--- src/rtl/cpa_pkg.sv ---
// Shared types and sizing helpers for the compressor-tree CPA/accumulator back-end.
package cpa_pkg;

    typedef enum logic [1:0] {
        IDLE = 2'd0,
        ACC  = 2'd1,
        DONE = 2'd2
    } cpa_state_e;

    // Width of sum + 2*carry for W-bit redundant inputs; 3*(2^W-1) always fits.
    function automatic int value_width(input int w);
        return w + 2;
    endfunction

    function automatic int cnt_width(input int beats);
        int c;
        c = $clog2(beats);
        return (c < 1) ? 1 : c;
    endfunction

endpackage

--- src/rtl/cpa_merge.sv ---
// Resolves a redundant (sum, carry) pair into a binary value: sum + 2*carry.
module cpa_merge
    import cpa_pkg::*;
#(
    parameter int W = 16
) (
    input  logic [W-1:0]                  sum_vec,
    input  logic [W-1:0]                  carry_vec,
    output logic [value_width(W)-1:0]     value
);

    always_comb begin
        value = {2'b00, sum_vec} + {1'b0, carry_vec, 1'b0};
    end

endmodule

--- src/rtl/cpa_accumulator.sv ---
// Final CPA-plus-MAC stage: merges each redundant beat and accumulates BEATS beats
// into one saturating result presented on a valid/ready output.
module cpa_accumulator
    import cpa_pkg::*;
#(
    parameter int W     = 16,
    parameter int ACC_W = 32,  // must be >= W+2
    parameter int BEATS = 4    // must be >= 1
) (
    input  logic             clk,
    input  logic             rst_n,
    input  logic             clear,
    input  logic             in_valid,
    output logic             in_ready,
    input  logic [W-1:0]     sum_vec,
    input  logic [W-1:0]     carry_vec,
    output logic             out_valid,
    input  logic             out_ready,
    output logic [ACC_W-1:0] acc_out,
    output logic             out_ovf
);

    localparam int VW = value_width(W);
    localparam int CW = cnt_width(BEATS);
    localparam logic [CW-1:0] LAST = CW'(BEATS - 1);

    // Handshake: a beat moves when in_valid && in_ready, and clear vetoes it;
    // the result retires when out_valid && out_ready. in_ready is combinational
    // from out_ready so a result can retire and a new beat enter in one cycle.

    cpa_state_e state_q, state_d;
    logic [CW-1:0]    cnt_q, cnt_d;
    logic [ACC_W-1:0] acc_q, acc_d;
    logic             ovf_q, ovf_d;
    logic             out_valid_q, out_valid_d;
    logic [ACC_W-1:0] acc_out_q, acc_out_d;
    logic             out_ovf_q, out_ovf_d;

    logic [VW-1:0]    value;
    logic [ACC_W:0]   value_ext;
    logic [ACC_W:0]   sum_t;
    logic [ACC_W-1:0] acc_next;
    logic             ovf_next;
    logic             beat_acc;

    cpa_merge #(
        .W(W)
    ) u_merge (
        .sum_vec  (sum_vec),
        .carry_vec(carry_vec),
        .value    (value)
    );

    assign in_ready  = (state_q != DONE) || out_ready;
    assign beat_acc  = in_valid && in_ready && !clear;
    assign out_valid = out_valid_q;
    assign acc_out   = acc_out_q;
    assign out_ovf   = out_ovf_q;

    // Once acc is all ones any non-zero value carries out, so saturation is sticky.
    always_comb begin
        value_ext = {{(ACC_W + 1 - VW){1'b0}}, value};
        sum_t     = {1'b0, acc_q} + value_ext;
        if (sum_t[ACC_W]) begin
            acc_next = '1;
            ovf_next = 1'b1;
        end else begin
            acc_next = sum_t[ACC_W-1:0];
            ovf_next = ovf_q;
        end
    end

    always_comb begin
        state_d     = state_q;
        cnt_d       = cnt_q;
        acc_d       = acc_q;
        ovf_d       = ovf_q;
        out_valid_d = out_valid_q;
        acc_out_d   = acc_out_q;
        out_ovf_d   = out_ovf_q;

        if (clear) begin
            state_d     = IDLE;
            cnt_d       = '0;
            acc_d       = '0;
            ovf_d       = 1'b0;
            out_valid_d = 1'b0;
        end else begin
            if (state_q == DONE && out_ready) begin
                out_valid_d = 1'b0;
                state_d     = IDLE;
            end
            // acc/ovf/cnt are already zero in DONE, so a beat there starts a fresh frame.
            if (beat_acc) begin
                if (cnt_q == LAST) begin
                    acc_out_d   = acc_next;
                    out_ovf_d   = ovf_next;
                    out_valid_d = 1'b1;
                    acc_d       = '0;
                    ovf_d       = 1'b0;
                    cnt_d       = '0;
                    state_d     = DONE;
                end else begin
                    acc_d   = acc_next;
                    ovf_d   = ovf_next;
                    cnt_d   = cnt_q + CW'(1);
                    state_d = ACC;
                end
            end
        end
    end

    always_ff @(posedge clk) begin
        if (!rst_n) begin
            state_q     <= IDLE;
            cnt_q       <= '0;
            acc_q       <= '0;
            ovf_q       <= 1'b0;
            out_valid_q <= 1'b0;
            acc_out_q   <= '0;
            out_ovf_q   <= 1'b0;
        end else begin
            state_q     <= state_d;
            cnt_q       <= cnt_d;
            acc_q       <= acc_d;
            ovf_q       <= ovf_d;
            out_valid_q <= out_valid_d;
            acc_out_q   <= acc_out_d;
            out_ovf_q   <= out_ovf_d;
        end
    end

endmodule

--- config.mk ---
export PLATFORM = sky130hd
export DESIGN_NAME = cpa_accumulator
export DESIGN_NICKNAME = d
export VERILOG_FILES = /design/src/rtl/cpa_pkg.sv /design/src/rtl/cpa_merge.sv /design/src/rtl/cpa_accumulator.sv
export SDC_FILE = /design/constraint.sdc
export NUM_CORES = 1
export LEC_CHECK = 0
export CELL_PAD_IN_SITES_DETAIL_PLACEMENT = 1
export CELL_PAD_IN_SITES_GLOBAL_PLACEMENT = 2
export CORE_AREA = 2 2 121 111
export DETAILED_ROUTE_END_ITERATION = 6
export DIE_AREA = 0 0 123 113
export GPL_ROUTABILITY_DRIVEN = 1
export PLACE_DENSITY_LB_ADDON = 0.2
export SYNTH_ARGS = -nofsm -noshare
export SYNTH_HDL_FRONTEND = slang
export SYNTH_SLANG_ARGS = --single-unit
--- constraint.sdc ---
create_clock -name clk -period 6 [get_ports clk]
set_input_delay 1.2 -clock clk [delete_from_list [all_inputs] [get_ports clk]]
set_output_delay 1.2 -clock clk [all_outputs]
set_load 0.02 [all_outputs]
==> Word-level counts from Yosys, hierarchy flattened <==
Index checks and enable logic that the tools add are counted.
{ "word_totals": {"reg_bits": 71, "input_bits": 37, "output_inout_bits": 35, "elab_cells": 34} }
{ "op_classes": {"addsub": 3, "eq_ne": 3, "muxes": 11, "bitwise": 2, "n_reduce_logical": 8} }
{ "ops": {"columns": ["operator", "n"], "rows": [
  ["32-bit two-way mux", 2],
  ["32-bit by 18-bit adder with 33-bit output", 1],
  ["16-bit by 17-bit adder with 18-bit output", 1],
  ["2-bit two-way mux", 4],
  ["1-bit two-way mux", 5],
  ["2-bit equality test (second input constant)", 2],
  ["1-bit logical AND", 3],
  ["3-bit AND reduction", 1],
  ["2-bit by 1-bit adder with 2-bit output (second input constant)", 1],
  ["2-bit inequality test (second input constant)", 1],
  ["1-bit inverter", 2],
  ["2-bit nonzero test", 1],
  ["2-bit OR reduction", 1],
  ["1-bit zero test", 1],
  ["1-bit logical OR", 1]
]} }

==> Depth between registers and ports, before layout <==
{ "depth": {"word_depth": 5, "depth_mapped": 12, "mapped_depth_nobuf": 12} }

==> Cells and area by module <==
A second synthesis with hierarchy kept.
{ "hier_totals": {"cells_unflattened": 583, "hier_area_um2": 4662.0} }
{ "by_module_without_submodules": {"columns": ["module", "n_inst", "cells_each", "area_each_um2", "seq_area_each_um2"], "rows": [
  ["cpa_accumulator", 1, 480, 3887.5, 1421.4],
  ["cpa_merge", 1, 103, 774.5, 0.0]
]} }

==> Worst setup path after synthesis <==
No wires, ideal clock.
{ "synth_timing": {"path_kind": "input-to-reg", "start": "in sum_vec[1]", "end": "reg acc_q[29]", "setup_ns": 0.078, "arrival_ns": 3.839, "t_required_ns": 5.922, "path_slack_ns": 2.084, "path_stages": 12, "path_buffers": 0, "path_cell_list": "inv_1 > fa_1 > inv_1 > ha_1 > fa_1 > a21o_1 > a221oi_2 > o21bai_1 > a2bb2oi_1 > nor3_1 > and4_1 > nor3_1"} }
{ "synth_via": {"elab_chain_cells": 4} }
{ "synth_rtl": {"columns": ["item", "line", "text"], "rows": [
  ["start: declaration", "cpa_accumulator.sv:15", "input logic [W-1:0] sum_vec,"],
  ["16-bit by 17-bit adder with 18-bit output", "cpa_merge.sv:13", "value = {2'b00, sum_vec} + {1'b0, carry_vec, 1'b0};"],
  ["32-bit by 18-bit adder with 33-bit output", "cpa_accumulator.sv:63", "sum_t = {1'b0, acc_q} + value_ext;"],
  ["32-bit two-way mux", "cpa_accumulator.sv:64", "if (sum_t[ACC_W]) begin"],
  ["32-bit two-way mux", "cpa_accumulator.sv:95", "if (cnt_q == LAST) begin"],
  ["end signal: assignment", "cpa_accumulator.sv:117", "acc_q <= '0;"],
  ["end signal: assignment", "cpa_accumulator.sv:125", "acc_q <= acc_d;"],
  ["end: declaration", "cpa_accumulator.sv:33", "logic [ACC_W-1:0] acc_q, acc_d;"]
]} }
No other way between the ends.
A chain may end at the register's enable or synchronous reset.

==> Worst setup path in the final report <==
Ends and elaborated chain as after synthesis.

==> key figures <==
Run status
  – Status: finished clean

Power and ir drop
  – Peak supply drop: 129.4 uV
  – Power density normalized to cell area: 268.9 nW/um^2
  – Pwr Total: 1454 uW
  – Leakage power summed over all cells: 0.002001 uW

Clock tree
  – CTS tree: built
  – Insertion delay of the later-clocked pin in the worst-skew pair: 0.35 ns
  – Count of buffers added by post-CTS timing repair for setup: 0
  – Clock transition time at the flip-flop clock pins of the worst setup and hold paths: 0.06 ns
  – Clock root cell: sky130_fd_sc_hd__clkbuf_16
  – Num CTS Buffers: 9
  – Maximum count of clock buffers along a single path: 2
  – CTS H-tree depth: 3
  – Gates resized, CTS repair: 0
  – Post-CTS Hold Fix Bufs: 0
  – Clk sinks: 71

Yosys
  – Average size of a mapped cell: 8.471 sq um
  – Total of flip-flops plus latches after synthesis: 71
  – Dominant register cell in the synthesized netlist: sky130_fd_sc_hd__dfxtp_1
  – Sequential share of the synthesized area: 33.76%
  – Synthesized area: 4210 sq um
  – Library cells used by synthesis: 57
  – Number of synthesized flops with an enable pin: 0
  – Number of standard cells after synthesis: 497
  – Post-Syn Nets: 570
  – Share of synthesized registers carrying an async set or reset: 0%
  – Total number of yosys warnings: 0

Final layout
  – Highest-count cells in the layout ignoring fill and taps: 71 x sky130_fd_sc_hd__dfxtp_1, 71 x sky130_fd_sc_hd__clkdlybuf4s50_1, 56 x sky130_fd_sc_hd__a21oi_1, 38 x sky130_fd_sc_hd__nor2_1, 37 x sky130_fd_sc_hd__nor3_1
  – Area Overhead vs Synth: 28.41%
  – Share of final-layout standard cells stronger than drive strength 1: 5.957%
  – Post-Route Utilization: 42.94%
  – Ant. Diodes: 0
  – Final nets: 623
  – Filler Cell Count: 1,503

GRT
  – Maximum number of pins on one net before global-route repair: 30
  – Total routing resource utilization after global routing: 20.08%
  – Grt ovf: 0
  – First-pass GRT wire length: 21,600 um
  – Initial antenna violation count: 0
  – Via count of the first global-routing pass: 4,150

Floorplanning
  – Die Span X: 123 um
  – Core footprint: 12,590 sq um
  – Effective utilization at floorplan: 33.44%
  – Die Ht: 113 um
  – Placement Rows: 39
  – Area of the die: 13,900 sq um
  – Number of top-level pins: 72

Flow run
  – Number of max-capacitance violations reported: 0

Routing
  – Average detailed-routed wire length per instance: 18.31 um
  – Count of nets left with antenna violations after detail routing: 0
  – Total routed wirelength: 13,150 um
  – Drc violations: 0
  – Detailed Route Iter0 Violations: 158
  – First-pass iteration count of the detailed router: 4
  – Total number of vias: 3,906
  – Average via count per standard cell: 5.440

STA
  – Finish-stage setup viols: 0
  – Maximum operating frequency: 0.2139 GHz
  – Total count of hold-check failures in the final report: 0
  – Minimum hold slack: 0.4539 ns
  – Post-Route Skew: 0.009214 ns
  – Post-layout minimum cycle time: 4.674 ns
  – Final period utilization: 77.90%
  – Rel. slew slack: 39.08%
  – Setup tns final: 0 ns
  – RSZ-0062 raised after global routing: no
  – Final count of pins violating max slew: 0
  – Least-Margin Pin Slew: 0.9137 ns

Placed design
  – Final weighted congestion in routability-driven placement: 0.8571
  – Total of buffers placed on input and output ports: 71
  – Detailed placement HPWL: 9606 um

Critical path
  – Critical path fanouts, max: 4
  – Endpoint arrival time on the critical path: 4.95 ns
  – Critical Path Start Type: primary input
  – Kind of end point of the critical path: flip-flop
  – Start-to-end type of the worst setup path: in2reg
  – Required @ worst endpoint: 6.27 ns

Hold path
  – Hold crit path type: reg2reg
==> power by group <==
group | switching [uW] | internal, uW
Combinational | 159 | 109
Clock | 215 | 488
Sequential | 4.41 | 478
Total | 379 | 1070
==> cell type report <==
type | count | area [sq um] | share of cell area [%]
sequential | 71 | 1421 | 26.29
inverter | 10 | 37.54 | 0.6943
clock buffer | 9 | 225.2 | 4.166
tap | 164 | 205.2 | 3.795
multi-input combinational | 381 | 2604 | 48.16
clock inverter | 6 | 157.7 | 2.916
timing repair buffer | 77 | 755.7 | 13.98
==> flip-flops by register name, summed over array words and instances (netlist names) <==
register / cells
ovf_q: 1
out_ovf: 1
cnt_q: 2
acc_q: 32
acc_out: 32
out_valid: 1
state_q: 2
==> worst paths after layout <==
check / end / startpoint / cells after the start / slack [ns]
worst min register to register: acc_q[1] / acc_q[1] / 2 / 0.45
worst max-delay path: acc_q[29] / sum_vec[1] / 13 / 1.33
worst max register to register: acc_q[29] / acc_q[1] / 12 / 2.37
worst min-delay path: acc_q[1] / acc_q[1] / 2 / 0.45
==> worst max-delay path: stages <==
cell	delay (ns)
sky130_fd_sc_hd__clkdlybuf4s50_1	0.45
sky130_fd_sc_hd__inv_1	0.05
sky130_fd_sc_hd__fa_1	0.54
sky130_fd_sc_hd__inv_1	0.05
sky130_fd_sc_hd__ha_1	0.22
sky130_fd_sc_hd__fa_1	0.40
sky130_fd_sc_hd__a21o_1	0.22
sky130_fd_sc_hd__a221oi_2	0.41
sky130_fd_sc_hd__o21bai_1	0.26
sky130_fd_sc_hd__a2bb2oi_1	0.54
sky130_fd_sc_hd__nor3_1	0.19
sky130_fd_sc_hd__and4_1	0.25
sky130_fd_sc_hd__nor3_1	0.16
==> Yosys cell counts, types with 2 or more instances <==
cell type / instances / area (sq um)
sky130_fd_sc_hd__dfxtp_1: 71 / 1421
sky130_fd_sc_hd__inv_1: 10 / 37.54
sky130_fd_sc_hd__and3_1: 5 / 31.28
sky130_fd_sc_hd__nand3_1: 10 / 50.05
sky130_fd_sc_hd__a31oi_1: 9 / 56.30
sky130_fd_sc_hd__o21bai_1: 2 / 15.01
sky130_fd_sc_hd__o21ai_0: 25 / 125.1
sky130_fd_sc_hd__or2_2: 2 / 12.51
sky130_fd_sc_hd__a211oi_1: 4 / 30.03
sky130_fd_sc_hd__nand4_1: 4 / 25.02
sky130_fd_sc_hd__or3_1: 3 / 18.77
sky130_fd_sc_hd__a211o_1: 3 / 26.28
sky130_fd_sc_hd__a22o_1: 2 / 17.52
sky130_fd_sc_hd__xnor2_1: 12 / 105.1
sky130_fd_sc_hd__a22oi_1: 3 / 22.52
sky130_fd_sc_hd__o21ai_2: 2 / 17.52
sky130_fd_sc_hd__fa_1: 16 / 320.3
sky130_fd_sc_hd__xor2_1: 11 / 96.34
sky130_fd_sc_hd__a21oi_1: 56 / 280.3
sky130_fd_sc_hd__a31o_2: 2 / 17.52
sky130_fd_sc_hd__nand2b_1: 4 / 25.02
sky130_fd_sc_hd__a2bb2oi_1: 3 / 26.28
sky130_fd_sc_hd__a21o_1: 13 / 97.59
sky130_fd_sc_hd__and2_1: 2 / 12.51
sky130_fd_sc_hd__nor2_1: 38 / 142.6
sky130_fd_sc_hd__buf_2: 10 / 50.05
sky130_fd_sc_hd__o211ai_1: 3 / 22.52
sky130_fd_sc_hd__ha_1: 20 / 250.2
sky130_fd_sc_hd__a311oi_1: 3 / 26.28
sky130_fd_sc_hd__nor3_1: 37 / 185.2
sky130_fd_sc_hd__a41o_1: 2 / 20.02
sky130_fd_sc_hd__clkbuf_1: 23 / 86.33
sky130_fd_sc_hd__o21a_1: 2 / 15.01
sky130_fd_sc_hd__and4_1: 10 / 87.58
sky130_fd_sc_hd__o21ai_1: 17 / 85.08
sky130_fd_sc_hd__o31ai_1: 2 / 15.01
sky130_fd_sc_hd__nand2_1: 36 / 135.1
==> through the flow <==
stage                     worst slack [ns]  std cells  area [sq um]
after detailed placement            0.9481        703          5024
after global placement               1.050        703          5024
after floorplan                      2.084        497          4210
after CTS                            1.308        718          5406
final                                1.326        718          5406
after global routing                 1.213        718          5406
==> cell families after synthesis <==
group	after synthesis	synth area share, %
buffers and inverters	45	4.398
adder cells (fa/ha/maj)	36	13.55
AND/OR/NAND/NOR	158	18.60
XOR/XNOR	23	4.784
AO/OA/AOI/OAI	164	24.90
flip-flops	71	33.76
==> routing by layer <==
layer	part of all wire, %	up-vias	global-route usage (%)
met5	0	-	0
met3	3.4	15	4.032
met4	1.5	0	6.364
met2	47	69	32.71
met1	48	1909	26.67
li1	-	1913	-
Power figures use the tool's default switching activity.
